### src/rtl/ps2_pkg.sv
// Shared constants and frame FSM state type for the PS/2 key receiver.
package ps2_pkg;

    localparam logic [7:0] PS2_BREAK = 8'hF0;
    localparam logic [7:0] PS2_EXT   = 8'hE0;
    localparam logic [7:0] PS2_NONE  = 8'h00;

    typedef enum logic [1:0] {
        IDLE   = 2'd0,
        DATA   = 2'd1,
        PARITY = 2'd2,
        STOP   = 2'd3
    } ps2_state_t;

endpackage

### src/rtl/ps2_frame_rx.sv
// PS/2 frame receiver: input synchronizers, clock fall detect, frame FSM and timeout.
// Odd parity is enforced only when PS2_PARITY_CHECK_EN is defined.
module ps2_frame_rx
    import ps2_pkg::*;
#(
    parameter int SYNC_STAGES    = 2,
    parameter int TIMEOUT_CYCLES = 50000
) (
    input  logic       clock,
    input  logic       reset,
    input  logic       ps2_clk,
    input  logic       ps2_dat,
    output logic [7:0] rx_byte,
    output logic       rx_good,
    output logic       rx_err
);

    localparam int TMO_W = $clog2(TIMEOUT_CYCLES + 1);

    logic [SYNC_STAGES-1:0] clk_sync_reg;
    logic [SYNC_STAGES-1:0] dat_sync_reg;
    logic                   clk_prev_reg;
    logic                   fall_reg;
    logic                   dat_reg;

    ps2_state_t state_reg, state_next;
    logic [7:0]       shift_reg, shift_next;
    logic [2:0]       bit_cnt_reg, bit_cnt_next;
    logic             par_ok_reg, par_ok_next;
    logic [TMO_W-1:0] tmo_reg, tmo_next;
    logic             good_reg, good_next;
    logic             err_reg, err_next;

    // Idle PS/2 lines float high, so the chains reset to 1 to avoid a false fall.
    generate
        for (genvar gi = 0; gi < SYNC_STAGES; gi++) begin : g_sync
            always_ff @(posedge clock) begin
                if (reset) begin
                    clk_sync_reg[gi] <= 1'b1;
                    dat_sync_reg[gi] <= 1'b1;
                end else if (gi == 0) begin
                    clk_sync_reg[gi] <= ps2_clk;
                    dat_sync_reg[gi] <= ps2_dat;
                end else begin
                    clk_sync_reg[gi] <= clk_sync_reg[gi-1];
                    dat_sync_reg[gi] <= dat_sync_reg[gi-1];
                end
            end
        end
    endgenerate

    always_ff @(posedge clock) begin
        if (reset) begin
            clk_prev_reg <= 1'b1;
            fall_reg     <= 1'b0;
            dat_reg      <= 1'b1;
            state_reg    <= IDLE;
            shift_reg    <= 8'h00;
            bit_cnt_reg  <= 3'd0;
            par_ok_reg   <= 1'b0;
            tmo_reg      <= '0;
            good_reg     <= 1'b0;
            err_reg      <= 1'b0;
        end else begin
            clk_prev_reg <= clk_sync_reg[SYNC_STAGES-1];
            fall_reg     <= clk_prev_reg & ~clk_sync_reg[SYNC_STAGES-1];
            dat_reg      <= dat_sync_reg[SYNC_STAGES-1];
            state_reg    <= state_next;
            shift_reg    <= shift_next;
            bit_cnt_reg  <= bit_cnt_next;
            par_ok_reg   <= par_ok_next;
            tmo_reg      <= tmo_next;
            good_reg     <= good_next;
            err_reg      <= err_next;
        end
    end

    always_comb begin
        state_next   = state_reg;
        shift_next   = shift_reg;
        bit_cnt_next = bit_cnt_reg;
        par_ok_next  = par_ok_reg;
        tmo_next     = tmo_reg;
        good_next    = 1'b0;
        err_next     = 1'b0;

        // Timeout only runs mid-frame; a fall always restarts it.
        if (state_reg != IDLE) begin
            if (fall_reg) begin
                tmo_next = '0;
            end else if (tmo_reg == TMO_W'(TIMEOUT_CYCLES - 1)) begin
                tmo_next   = '0;
                state_next = IDLE;
                err_next   = 1'b1;
            end else begin
                tmo_next = tmo_reg + 1'b1;
            end
        end

        if (fall_reg) begin
            case (state_reg)
                IDLE: begin
                    if (!dat_reg) begin
                        state_next   = DATA;
                        bit_cnt_next = 3'd0;
                        tmo_next     = '0;
                    end
                end
                DATA: begin
                    shift_next   = {dat_reg, shift_reg[7:1]};
                    bit_cnt_next = bit_cnt_reg + 3'd1;
                    if (bit_cnt_reg == 3'd7) begin
                        state_next = PARITY;
                    end
                end
                PARITY: begin
`ifdef PS2_PARITY_CHECK_EN
                    par_ok_next = ^{shift_reg, dat_reg};
`else
                    par_ok_next = 1'b1;
`endif
                    state_next = STOP;
                end
                STOP: begin
                    state_next = IDLE;
                    if (dat_reg && par_ok_reg) begin
                        good_next = 1'b1;
                    end else begin
                        err_next = 1'b1;
                    end
                end
                default: state_next = IDLE;
            endcase
        end
    end

    assign rx_byte = shift_reg;
    assign rx_good = good_reg;
    assign rx_err  = err_reg;

endmodule

### src/rtl/ps2_key_receiver.sv
// PS/2 keyboard receiver top: frame receiver plus break/extended prefix decoder
// holding the current make code. Optional odd-parity check: PS2_PARITY_CHECK_EN.
module ps2_key_receiver
    import ps2_pkg::*;
#(
    parameter int SYNC_STAGES    = 2,
    parameter int TIMEOUT_CYCLES = 50000
) (
    input  logic       clock,
    input  logic       reset,
    input  logic       ps2_clk,
    input  logic       ps2_dat,
    output logic [7:0] keyboard_data,
    output logic       data_valid,
    output logic       frame_error
);

    logic [7:0] rx_byte;
    logic       rx_good;
    logic       rx_err;

    logic [7:0] key_reg;
    logic       valid_reg;
    logic       err_reg;
    logic       ext_flag_reg;
    logic       brk_flag_reg;

    ps2_frame_rx #(
        .SYNC_STAGES    (SYNC_STAGES),
        .TIMEOUT_CYCLES (TIMEOUT_CYCLES)
    ) u_frame (
        .clock   (clock),
        .reset   (reset),
        .ps2_clk (ps2_clk),
        .ps2_dat (ps2_dat),
        .rx_byte (rx_byte),
        .rx_good (rx_good),
        .rx_err  (rx_err)
    );

    always_ff @(posedge clock) begin
        if (reset) begin
            key_reg      <= PS2_NONE;
            valid_reg    <= 1'b0;
            err_reg      <= 1'b0;
            ext_flag_reg <= 1'b0;
            brk_flag_reg <= 1'b0;
        end else begin
            valid_reg <= 1'b0;
            err_reg   <= rx_err;
            if (rx_good) begin
                if (rx_byte == PS2_EXT) begin
                    ext_flag_reg <= 1'b1;
                end else if (rx_byte == PS2_BREAK) begin
                    brk_flag_reg <= 1'b1;
                end else begin
                    // Releasing a key other than the held one leaves the held code alone.
                    if (!brk_flag_reg) begin
                        key_reg <= rx_byte;
                    end else if (rx_byte == key_reg) begin
                        key_reg <= PS2_NONE;
                    end
                    valid_reg    <= 1'b1;
                    ext_flag_reg <= 1'b0;
                    brk_flag_reg <= 1'b0;
                end
            end
        end
    end

    assign keyboard_data = key_reg;
    assign data_valid    = valid_reg;
    assign frame_error   = err_reg;

endmodule
### config.mk
export PLATFORM = sky130hd
export DESIGN_NAME = ps2_key_receiver
export DESIGN_NICKNAME = d
export VERILOG_FILES = /design/src/rtl/ps2_pkg.sv /design/src/rtl/ps2_frame_rx.sv /design/src/rtl/ps2_key_receiver.sv
export SDC_FILE = /design/constraint.sdc
export NUM_CORES = 1
export LEC_CHECK = 0
export ABC_CLOCK_PERIOD_IN_PS = 4000
export CELL_PAD_IN_SITES_DETAIL_PLACEMENT = 1
export CELL_PAD_IN_SITES_GLOBAL_PLACEMENT = 1
export CORE_UTILIZATION = 40
export DETAILED_ROUTE_END_ITERATION = 16
export PLACE_DENSITY_LB_ADDON = 0.3
export SYNTH_ARGS = -nofsm -noshare
export SYNTH_HDL_FRONTEND = slang
export SYNTH_SLANG_ARGS = --single-unit
### constraint.sdc
create_clock -name clock -period 4 [get_ports clock]
set_clock_uncertainty 0.2 [all_clocks]
set_input_delay 1.2 -clock clock [delete_from_list [all_inputs] [get_ports clock]]
set_output_delay 1.2 -clock clock [all_outputs]
set_load 0.005 [all_outputs]
==> results.txt, run 1 <==
----------------------------------------------------
[Pwr]
  Leak Pwr ... approximately 0.00091 µW
  Power density normalized to cell area ... roughly 380 mW/mm²
  Overall power after layout ... approximately 960 µW
  Largest voltage drop on the vdd net ... ~0.15 mV

[Yosys]
  Number of enable flip-flop cells after synthesis ... 0
  Top cell type by total area after synthesis ... dfxtp_1
  Mean instance size in the synthesized netlist ... 9.35 µm²
  Area share of the largest cell type after synthesis ... 44.2%
  Share of synthesized area occupied by flip-flops and latches ... between 40 and 50%
  Post-Syn Area ... roughly 0.0023 mm²
  Post-Synthesis Cells ... about 240
  Net count after synthesis ... 249
  Warnings from Yosys ... 0
  Number of register bits inferred by synthesis ... 50
  Synth async-reset ratio ... 0%
  Most area-consuming cells after synthesis ... dfxtp_1 44%, xnor2_1 6.2%, a21oi_1 5.5%, mux2i_1 4.0%, nor2_1 3.0%
  Distinct cell type count after synthesis ... 46
  Most frequently used flop master after synthesis ... dfxtp_1

[Route]
  Post-detailed-route DRC marker count ... 0
  Wire length per cell ... around 15 µm
  Vias after detailed routing ... between 1500 and 2000
  Number of nets still failing antenna checks after routing ... 0
  Post-detailed-routing wire length ... 4920 µm
  Number of search-and-repair iterations in the first detailed-routing pass ... 4
  Via-per-instance ratio ... 5.45
  First DRT Iteration DRCs ... 84

[STA]
  Final setup violation count ... 0
  Post-Route Setup TNS ... 0 ps
  Worst Max-Slew Pin Slew ... between 700 and 800 ps
  Hold Violations, Final ... 0
  Least setup slack across all paths after layout ... 1380 ps
  Worst-case headroom to the max-slew limit ... 51.3%
  RSZ-0062 raised after global routing ... false
  Max Transition Viols Final ... 0
  Maximum operating frequency ... 382 MHz
  Clock period minus worst slack ... approximately 2600 ps
  Fin Hold WS ... about 220 ps
  Period utilisation layout ... 65.4%

[Setup path]
  Category of the most critical setup path ... flop to primary output
  Critical-path top delay cell ... clkdlybuf4s50_1
  Required @ worst endpoint ... 2600 ps
  Critical path endpoint category ... primary output
  Max stage delay on crit path ... between 500 and 600 ps
  Crit-path cells ... clkdlybuf4s50_1
  Combined buffer and inverter count along the critical path ... 1
  Critical path arrival ... approximately 1200 ps
  Startpoint type of the worst setup path ... flop
  Critical path's top delay family ... buffers and inverters
  Crit path max fanout ... 4

[Clocking]
  # H-tree levels ... 2
  Total clock sinks ... 50
  Number of buffers on the longest clock path ... 2
  Clock slew at the register clock pins of the worst setup and hold paths ... 90 ps
  Number of hold-repair buffers added at the cts stage ... 0
  CTS tree ... yes
  Total of cells resized after clock tree synthesis ... 0
  Worst-skew pair later-pin latency ... approximately 300 ps
  Buffer count from post-CTS setup fixing ... 0
  Clk root buf ... clkbuf_8
  TritonCTS buffer count ... 5

[Floorplanning]
  Area inside the core boundary ... 0.00547 mm²
  Vert. Die Dim ... a little under 80 µm
  Count of standard-cell rows ... 27
  Die extent in x ... between 70 and 80 µm
  Die area ... roughly 0.006 mm²
  Starting Density ... 41.3%
  Count of pins on the block boundary ... 14

[Cells and area]
  Largest register FFs ... 16
  Antenna diode instance count ... 0
  Share of cells above drive strength 1 ... between 10% and 20%
  Final Instance Area ... 0.00256 mm²
  Area growth from synthesis to layout ... 13.3%
  Layout Nets ... ~260

[Status]
  Outcome ... finished, final reports clean

[Placed design]
  Placed inst area ... between 0.002 and 0.0025 mm²
  Count of buffers from port buffering ... 13
  Pre-CTS WS ... about 1200 ps
  RePlAce Congestion ... just over 0.7
  Post-detail-place hpwl ... roughly 3300 µm

[Global route]
  First-pass GRT wire length ... 8660 µm
  Number of antenna violations at the first check in global routing ... 0
  Vias in the first global route ... roughly 1800
  Grt ovf ... 0
  Maximum number of pins on one net before global-route repair ... 34
  GRT Util Overall ... between 10% and 20%

[Job]
  Max_cap viols ... 0

[Hold path]
  Worst min path class ... flop to flop

----------------------------------------------------
## cells in the final DEF, fill, tap and decap left out, drive strengths merged, types with 3 or more instances in the layout
master         count
clkbuf             6
o21ai              4
ha                 3
xor2               3
nand4              7
nand3b             3
a21oi             25
clkdlybuf4s50     13
nor4               5
dfxtp             50
nor2              28
inv                5
nor3               7
a211oi             4
a22oi              4
o211ai             6
mux2i              9
nand2             18
or2                7
xnor2             16
## kinds of logic after synthesis
family          after synthesis  share of synthesized area (%)
xor+xnor                     19                           7.36
mux                           9                           3.98
simple gates                 89                           22.5
flops                        50                           44.2
compound gates               55                           16.4
buf+inv                      17                           3.87
fa+ha+maj                     3                           1.66
## synth_stat cells (4+ instances only)
cell type and number:
nand2_1 17, nor3_1 7, inv_1 5, nor4_1 4, mux2i_1 9, a22oi_1 4
a211oi_1 4, nor2_2 10, dfxtp_1 50, buf_2 4, nor2_1 18, nand4_1 6
or2_2 7, a21oi_1 25, clkbuf_1 5, o211ai_1 6, xnor2_1 16
## final cells by class
type,instances,area (µm²)
fill,634,2910
multi-input combinational,175,1170
sequential,50,1000
timing repair buffer,14,138
tap,72,90.1
clock buffer,6,82.6
clock inverter,2,60.1
inverter,5,18.8
## power breakdown
part	leakage, µW	switching (µW)	internal (µW)
clock	0.0000714	168	267
combinational	0.000435	12.3	8.50
sequential	0.000404	4.87	502
## final timing paths
check,from,to,cells after the start,slack [ps]
min,u_frame.clk_prev_reg$_SDFF_PP1_,u_frame.fall_reg$_SDFF_PP0_,2,220
max,keyboard_data[4]$_SDFFE_PP0P_,keyboard_data[4],1,1380
max reg2reg,u_frame.tmo_reg[0]$_SDFF_PP0_,u_frame.tmo_reg[15]$_SDFF_PP0_,5,1730
min reg2reg,u_frame.clk_prev_reg$_SDFF_PP1_,u_frame.fall_reg$_SDFF_PP0_,2,220
## per-layer routing
| metal | GRT usage [%] | vias up | wire (µm) |
|---|---|---|---|
| met5 | 0 | - | 0 |
| met4 | 3.96 | 0 | 48 |
| met3 | 3.93 | 5 | 96 |
| met2 | 29.0 | 14 | 2390 |
| met1 | 24.3 | 868 | 2380 |
| li1 | - | 879 | - |
## through the flow
stage               std cells  util, %
CTS                       324     46.8
global placement          316     44.2
finish                    324     46.8
detailed placement        316     44.2
global route              324     46.8
floorplan                 242        -
No activity file was read; power rests on OpenSTA's default activity.
==> run 2: changes to the inputs <==
ABC_CLOCK_PERIOD_IN_PS = 2350   (was 4000)
clock period = 2.35 ns   (was 4 ns; I/O delays follow)
==> run 2 against run 1 <==
Net effect:
- total power is 45% higher
- final area is 0.15% lower
- clock power is 13% higher
- die area stayed put
- worst hold slack better by 2.4 ps
- first-iteration DRC count is 17% lower
- combinational power is 91% higher
- global-route usage is 0.15 points lower
- highest routed layer unchanged
==> results.txt, run 2 (same netlist as run 1, synthesis figures left out) <==
----------------------------------------------------
[STA]
  Post-Route Setup TNS ... 0 ps (unchanged)
  Period utilisation layout ... 90.7%
  Worst Max-Slew Pin Slew ... 679 ps (was 727 ps)
  Hold Violations, Final ... 0 (unchanged)
  Maximum operating frequency ... about 470 MHz
  Final setup violation count ... 0 (unchanged)
  Worst-case headroom to the max-slew limit ... 54.7% (was 51.3%)
  Max Transition Viols Final ... 0 (unchanged)
  RSZ-0062 raised after global routing ... false (unchanged)
  Clock period minus worst slack ... about 2100 ps

[Setup path]
  Crit path max fanout ... 4 (unchanged)
  Combined buffer and inverter count along the critical path ... 1 (unchanged)
  Worst r2r dst ... u_frame.tmo_reg[15]$_SDFF_PP0_ (unchanged)
  Critical path's top delay family ... buffers and inverters (unchanged)
  Critical Path Source ... keyboard_data[7]$_SDFFE_PP0P_ (was keyboard_data[4]$_SDFFE_PP0P_)
  Crit-path cells ... clkdlybuf4s50_1 (unchanged)
  Max stage delay on crit path ... 520 ps (about the same)
  Required @ worst endpoint ... 1440 ps (was 2600 ps)
  Critical-path top delay cell ... clkdlybuf4s50_1 (unchanged)
  Startpoint type of the worst setup path ... flop (unchanged)
  CP Depth ... 1 (unchanged)
  Critical path endpoint category ... primary output (unchanged)
  Setup crit end ... keyboard_data[7] (was keyboard_data[4])
  Reg-to-Reg Start ... u_frame.tmo_reg[0]$_SDFF_PP0_ (unchanged)
  Reg2reg setup slack ... 230 ps (was 1730 ps)
  Critical path arrival ... 1230 ps (was 1220 ps)
  Worst R2R Path Depth ... 5 (unchanged)
  Category of the most critical setup path ... flop to primary output (unchanged)

[Global route]
  Number of antenna violations at the first check in global routing ... 0 (unchanged)
  Grt ovf ... 0 (unchanged)
  First-pass GRT wire length ... 8450 µm (was 8660 µm)
  Vias in the first global route ... 1817 (was 1780)
  Maximum number of pins on one net before global-route repair ... 24 (was 34)
  GRT Util Overall ... 17.8% (was 17.9%)

[Route]
  Wire length per cell ... 14.4 µm (was 15.2 µm)
  Number of search-and-repair iterations in the first detailed-routing pass ... 4 (unchanged)
  Number of nets still failing antenna checks after routing ... 0 (unchanged)
  Vias after detailed routing ... 1757 (was 1766)
  Post-detailed-routing wire length ... 4760 µm (was 4920 µm)
  Via-per-instance ratio ... 5.31 (was 5.45)
  Post-detailed-route DRC marker count ... 0 (unchanged)
  First DRT Iteration DRCs ... 70 (was 84)

[Pwr]
  Overall power after layout ... 1390 µW (was 962 µW)
  Leak Pwr ... 0.000919 µW (was 0.000911 µW)
  Largest voltage drop on the vdd net ... 0.249 mV (was 0.147 mV)
  Power density normalized to cell area ... 544 mW/mm² (was 375 mW/mm²)

[Clocking]
  Clock slew at the register clock pins of the worst setup and hold paths ... 100 ps (was 90 ps)
  Total clock sinks ... 50 (unchanged)
  Total of cells resized after clock tree synthesis ... 0 (unchanged)
  Clk root buf ... clkbuf_8 (unchanged)
  CTS tree ... yes (unchanged)
  Buffer count from post-CTS setup fixing ... 0 (unchanged)
  # H-tree levels ... 2 (unchanged)
  Number of buffers on the longest clock path ... 2 (unchanged)
  Worst-skew pair later-pin latency ... 300 ps (about the same)
  Number of hold-repair buffers added at the cts stage ... 0 (unchanged)
  TritonCTS buffer count ... 5 (unchanged)

[Status]
  Outcome ... finished, final reports clean (unchanged)

[Cells and area]
  Layout Nets ... 265 (was 258)
  Leading cell type in the layout, fill and taps excluded ... dfxtp_1 (unchanged)
  Number of fillers in the final layout ... 659 (was 634)
  Most frequent cells in the layout ... 50 x dfxtp_1, 25 x a21oi_1, 18 x nor2_1, 17 x nand2_1, 16 x xnor2_1 (unchanged)
  Share of cells above drive strength 1 ... 15.8% (was 13.9%)
  Antenna diode instance count ... 0 (unchanged)
  Largest register FFs ... 16 (unchanged)
  Area growth from synthesis to layout ... 13.2% (was 13.3%)

[Placed design]
  Count of buffers from port buffering ... 13 (unchanged)
  RePlAce Congestion ... 0.732 (was 0.710)
  Post-detail-place hpwl ... 3430 µm (was 3250 µm)

[Floorplanning]
  Die area ... 0.00596 mm² (unchanged)
  Count of standard-cell rows ... 27 (unchanged)
  Vert. Die Dim ... 77.2 µm (unchanged)
  Die extent in x ... 77.2 µm (unchanged)
  Starting Density ... 41.3% (unchanged)
  Count of pins on the block boundary ... 14 (unchanged)
  Area inside the core boundary ... 0.00547 mm² (unchanged)

[Hold path]
  Worst min path class ... flop to flop (unchanged)

[Job]
  Max_cap viols ... 0 (unchanged)

----------------------------------------------------
run 2: worst min path at each step:
stage / from / end / slack, ps / cells past startpoint
final: u_frame.dat_sync_reg[1]$_SDFF_PP1_ / u_frame.dat_reg$_SDFF_PP1_ / 220 / 1
after global routing: u_frame.clk_prev_reg$_SDFF_PP1_ / u_frame.fall_reg$_SDFF_PP0_ / 250 / 2
after CTS: u_frame.dat_sync_reg[1]$_SDFF_PP1_ / u_frame.dat_reg$_SDFF_PP1_ / 220 / 1
after detailed placement: u_frame.dat_sync_reg[1]$_SDFF_PP1_ / u_frame.dat_reg$_SDFF_PP1_ / 200 / 1
after global placement: u_frame.dat_sync_reg[0]$_SDFF_PP1_ / u_frame.dat_sync_reg[1]$_SDFF_PP1_ / 190 / 1
after floorplan: u_frame.clk_sync_reg[0]$_SDFF_PP1_ / u_frame.clk_sync_reg[1]$_SDFF_PP1_ / 190 / 1
run 2: per-stage QoR:
stage	setup slack, ps	instances	hold slack [ps]	instance area [µm²]	util, %
finish	219	331	219	2560	46.8
global route	71.7	331	245	2560	46.8
CTS	197	331	224	2560	46.8
detailed placement	173	323	199	2470	45.2
global placement	178	323	195	2470	45.2
floorplan	605	242	189	2260	-
run 2: area by class of cell:
type                       instances  area (µm²)  area share, %
inverter                           5        18.8          0.733
clock buffer                       6        72.6           2.83
multi-input combinational        175        1170           45.8
clock inverter                     2        13.8          0.538
tap                               72        90.1           3.52
timing repair buffer              21         190           7.43
sequential                        50        1000           39.1
run 2: power by group:
part	leakage [µW]	total [µW]	internal [µW]	switching, µW
Sequential	0.000404	861	854	7.73
Clock	0.0000452	491	211	281
Combinational	0.000470	39.8	17.4	22.4
run 2: layer usage:
layer | GRT usage (%) | wire length (µm) | vias up
met3 | 3.69 | 79 | 4
met4 | 6.98 | 50 | 0
met5 | 0 | 0 | -
met1 | 22.6 | 2420 | 846
met2 | 29.2 | 2220 | 14
li1 | - | - | 893
==> run 3: changes to the inputs <==
--- a/config.mk
+++ b/config.mk
@@ -11,2 +11,3 @@
 export CORE_UTILIZATION = 40
+export CTS_CLUSTER_DIAMETER = 120
 export DETAILED_ROUTE_END_ITERATION = 16
--- a/constraint.sdc
+++ b/constraint.sdc
@@ -4,2 +4,2 @@
 set_output_delay 0.705 -clock clock [all_outputs]
-set_load 0.005 [all_outputs]
+set_load 0.1 [all_outputs]
==> run 3 against run 2 <==
Net effect:
- global-route usage is 0.72 points higher
- core utilization rose by 2.3 points
- sequential cell count unchanged
- worst hold slack got worse by 1.9 ps
- combinational power shrank 1%
- sequential power is essentially flat
- sequential share of layout area shrank 1.8 points
- clock power is 23% higher
- cell count unchanged
- total power is 8.0% higher
==> results.txt, run 3 (same netlist as run 1, synthesis figures left out) <==
----------------------------------------------------
[Global route]
  Grt ovf ... 0 (unchanged)
  GRT Util Overall ... 18.5% (was 17.8%)
  Vias in the first global route ... 1782 (was 1817)
  First-pass GRT wire length ... 8790 µm (was 8450 µm)
  Number of antenna violations at the first check in global routing ... 0 (unchanged)
  Maximum number of pins on one net before global-route repair ... 24 (unchanged)

[Setup path]
  Max stage delay on crit path ... 630 ps (was 520 ps)
  Critical path endpoint category ... flop (was primary output)
  Crit path max fanout ... 11 (was 4)
  Critical-path top delay cell ... o21bai_2 (was clkdlybuf4s50_1)
  Reg2reg setup slack ... 200 ps (was 230 ps)
  Required @ worst endpoint ... 2320 ps (was 1440 ps)
  Startpoint type of the worst setup path ... flop (unchanged)
  Category of the most critical setup path ... flop to flop (was flop to primary output)
  Setup crit end ... u_frame.tmo_reg[15]$_SDFF_PP0_ (was keyboard_data[7])
  Worst r2r dst ... u_frame.tmo_reg[15]$_SDFF_PP0_ (unchanged)
  Worst R2R Path Depth ... 5 (unchanged)
  Critical Path Source ... u_frame.tmo_reg[0]$_SDFF_PP0_ (was keyboard_data[7]$_SDFFE_PP0P_)
  Critical path arrival ... 2120 ps (was 1230 ps)
  Crit-path cells ... ha_1 > and4_1 > a41oi_2 > o21bai_2 > nor2_1 (was clkdlybuf4s50_1)
  Reg-to-Reg Start ... u_frame.tmo_reg[0]$_SDFF_PP0_ (unchanged)

[Placed design]
  Post-detail-place hpwl ... 3510 µm (was 3430 µm)
  RePlAce Congestion ... 0.745 (was 0.732)
  Count of buffers from port buffering ... 13 (unchanged)
  Number of cells after detailed placement ... 323 (unchanged)

[STA]
  Final setup violation count ... 0 (unchanged)
  Maximum operating frequency ... 466 MHz (was 469 MHz)
  Max Transition Viols Final ... 0 (unchanged)
  Post-Route Setup TNS ... 0 ps (unchanged)
  Worst Max-Slew Pin Slew ... 724 ps (was 679 ps)
  Fin Hold WS ... 217 ps (was 219 ps)
  Clock period minus worst slack ... 2150 ps (was 2130 ps)
  Hold Violations, Final ... 0 (unchanged)
  RSZ-0062 raised after global routing ... false (unchanged)
  Worst-case headroom to the max-slew limit ... 51.7% (was 54.7%)
  Period utilisation layout ... 91.3% (was 90.7%)

[Pwr]
  Largest voltage drop on the vdd net ... 0.314 mV (was 0.249 mV)
  Leak Pwr ... 0.000973 µW (was 0.000919 µW)
  Power density normalized to cell area ... 560 mW/mm² (was 544 mW/mm²)
  Overall power after layout ... 1500 µW (was 1390 µW)

[Clocking]
  Worst-skew pair later-pin latency ... 300 ps (about the same)
  Number of hold-repair buffers added at the cts stage ... 0 (unchanged)
  Total clock sinks ... 50 (unchanged)
  Clk root buf ... clkbuf_8 (unchanged)
  CTS tree ... yes (unchanged)
  # H-tree levels ... 2 (unchanged)
  TritonCTS buffer count ... 5 (unchanged)
  Buffer count from post-CTS setup fixing ... 0 (unchanged)
  Number of buffers on the longest clock path ... 2 (unchanged)
  Total of cells resized after clock tree synthesis ... 0 (unchanged)
  Clock slew at the register clock pins of the worst setup and hold paths ... 90 ps (was 100 ps)

[Route]
  Post-detailed-route DRC marker count ... 0 (unchanged)
  Post-detailed-routing wire length ... 4910 µm (was 4760 µm)
  Number of search-and-repair iterations in the first detailed-routing pass ... 4 (unchanged)
  Wire length per cell ... 14.8 µm (was 14.4 µm)
  Vias after detailed routing ... 1728 (was 1757)
  First DRT Iteration DRCs ... 75 (was 70)
  Via-per-instance ratio ... 5.22 (was 5.31)
  Number of nets still failing antenna checks after routing ... 0 (unchanged)

[Floorplanning]
  Die area ... 0.00596 mm² (unchanged)
  Area inside the core boundary ... 0.00547 mm² (unchanged)
  Vert. Die Dim ... 77.2 µm (unchanged)
  Die extent in x ... 77.2 µm (unchanged)
  Count of pins on the block boundary ... 14 (unchanged)
  Count of standard-cell rows ... 27 (unchanged)
  Starting Density ... 41.3% (unchanged)

[Cells and area]
  Most frequent cells in the layout ... 50 x dfxtp_1, 25 x a21oi_1, 18 x nor2_1, 17 x nand2_1, 16 x xnor2_1 (unchanged)
  Share of cells above drive strength 1 ... 19.7% (was 15.8%)
  Number of fillers in the final layout ... 631 (was 659)
  Area of the multi-input gates ... 0.00117 mm² (unchanged)
  Layout Nets ... 265 (unchanged)
  Leading cell type in the layout, fill and taps excluded ... dfxtp_1 (unchanged)
  Antenna diode instance count ... 0 (unchanged)
  Seq. cell area ... 0.00100 mm² (unchanged)
  Area growth from synthesis to layout ... 18.6% (was 13.2%)
  Final instance count without filler cells ... 331 (unchanged)
  Largest register FFs ... 16 (unchanged)

[Job]
  Max_cap viols ... 0 (unchanged)

[Hold path]
  Worst min path class ... flop to flop (unchanged)

[Status]
  Outcome ... finished, final reports clean (unchanged)

----------------------------------------------------
## run 3: cell types whose count changed in the layout (fill, tap and decap cells not counted), sizes merged
cell,previous run,this run
buf,8,18
bufinv,0,1
clkinvlp,0,1
clkinv,2,0
clkdlybuf4s50,13,3
## run 3: area by class of cell
class,count,share of cell area [%]
Multi-Input combinational cell,175,43.7
Sequential cell,50,37.3
Timing Repair Buffer,21,10.8
Tap cell,72,3.36
Clock buffer,6,2.70
Clock inverter,2,1.40
Inverter,5,0.699
## run 3: power by group
part | switching, µW | internal [µW] | leakage (µW)
clock network | 285 | 318 | 0.0000514
registers | 7.91 | 854 | 0.000404
logic | 22.1 | 17.3 | 0.000517
## run 3: how the worst min path moves through the flow
stage	start	end	cells past startpoint	slack (ps)
finish	u_frame.clk_prev_reg$_SDFF_PP1_	u_frame.fall_reg$_SDFF_PP0_	2	220
global route	u_frame.dat_sync_reg[1]$_SDFF_PP1_	u_frame.dat_reg$_SDFF_PP1_	1	240
CTS	u_frame.clk_prev_reg$_SDFF_PP1_	u_frame.fall_reg$_SDFF_PP0_	2	220
detailed placement	u_frame.clk_sync_reg[0]$_SDFF_PP1_	u_frame.clk_sync_reg[1]$_SDFF_PP1_	1	200
global placement	u_frame.clk_sync_reg[0]$_SDFF_PP1_	u_frame.clk_sync_reg[1]$_SDFF_PP1_	1	190
floorplan	u_frame.clk_sync_reg[0]$_SDFF_PP1_	u_frame.clk_sync_reg[1]$_SDFF_PP1_	1	190
## run 3: per-stage QoR
| step | utilization [%] | instance area (µm²) | setup WS [ps] |
|---|---|---|---|
| floorplan | - | 2260 | 319 |
| global placement | 47.0 | 2570 | 188 |
| detailed placement | 47.0 | 2570 | 125 |
| CTS | 49.0 | 2680 | 177 |
| global route | 49.0 | 2680 | 16.6 |
| finish | 49.0 | 2680 | 204 |
## run 3: metal layers
| metal | global-route usage (%) | up-vias | wire length, µm |
|---|---|---|---|
| met5 | 0 | - | 0 |
| met4 | 7.17 | 0 | 73 |
| met3 | 3.21 | 6 | 89 |
| met2 | 30.1 | 17 | 2340 |
| met1 | 24.2 | 816 | 2410 |
| li1 | - | 889 | - |
## run 3: critical path: cells and delay by family, from the launching register on
kind / cells / cell delay, ps
DFF: 1 / 400
adders and majority gates: 1 / 290
AOI/OAI and AO/OA: 2 / 760
and+or+nand+nor: 2 / 370
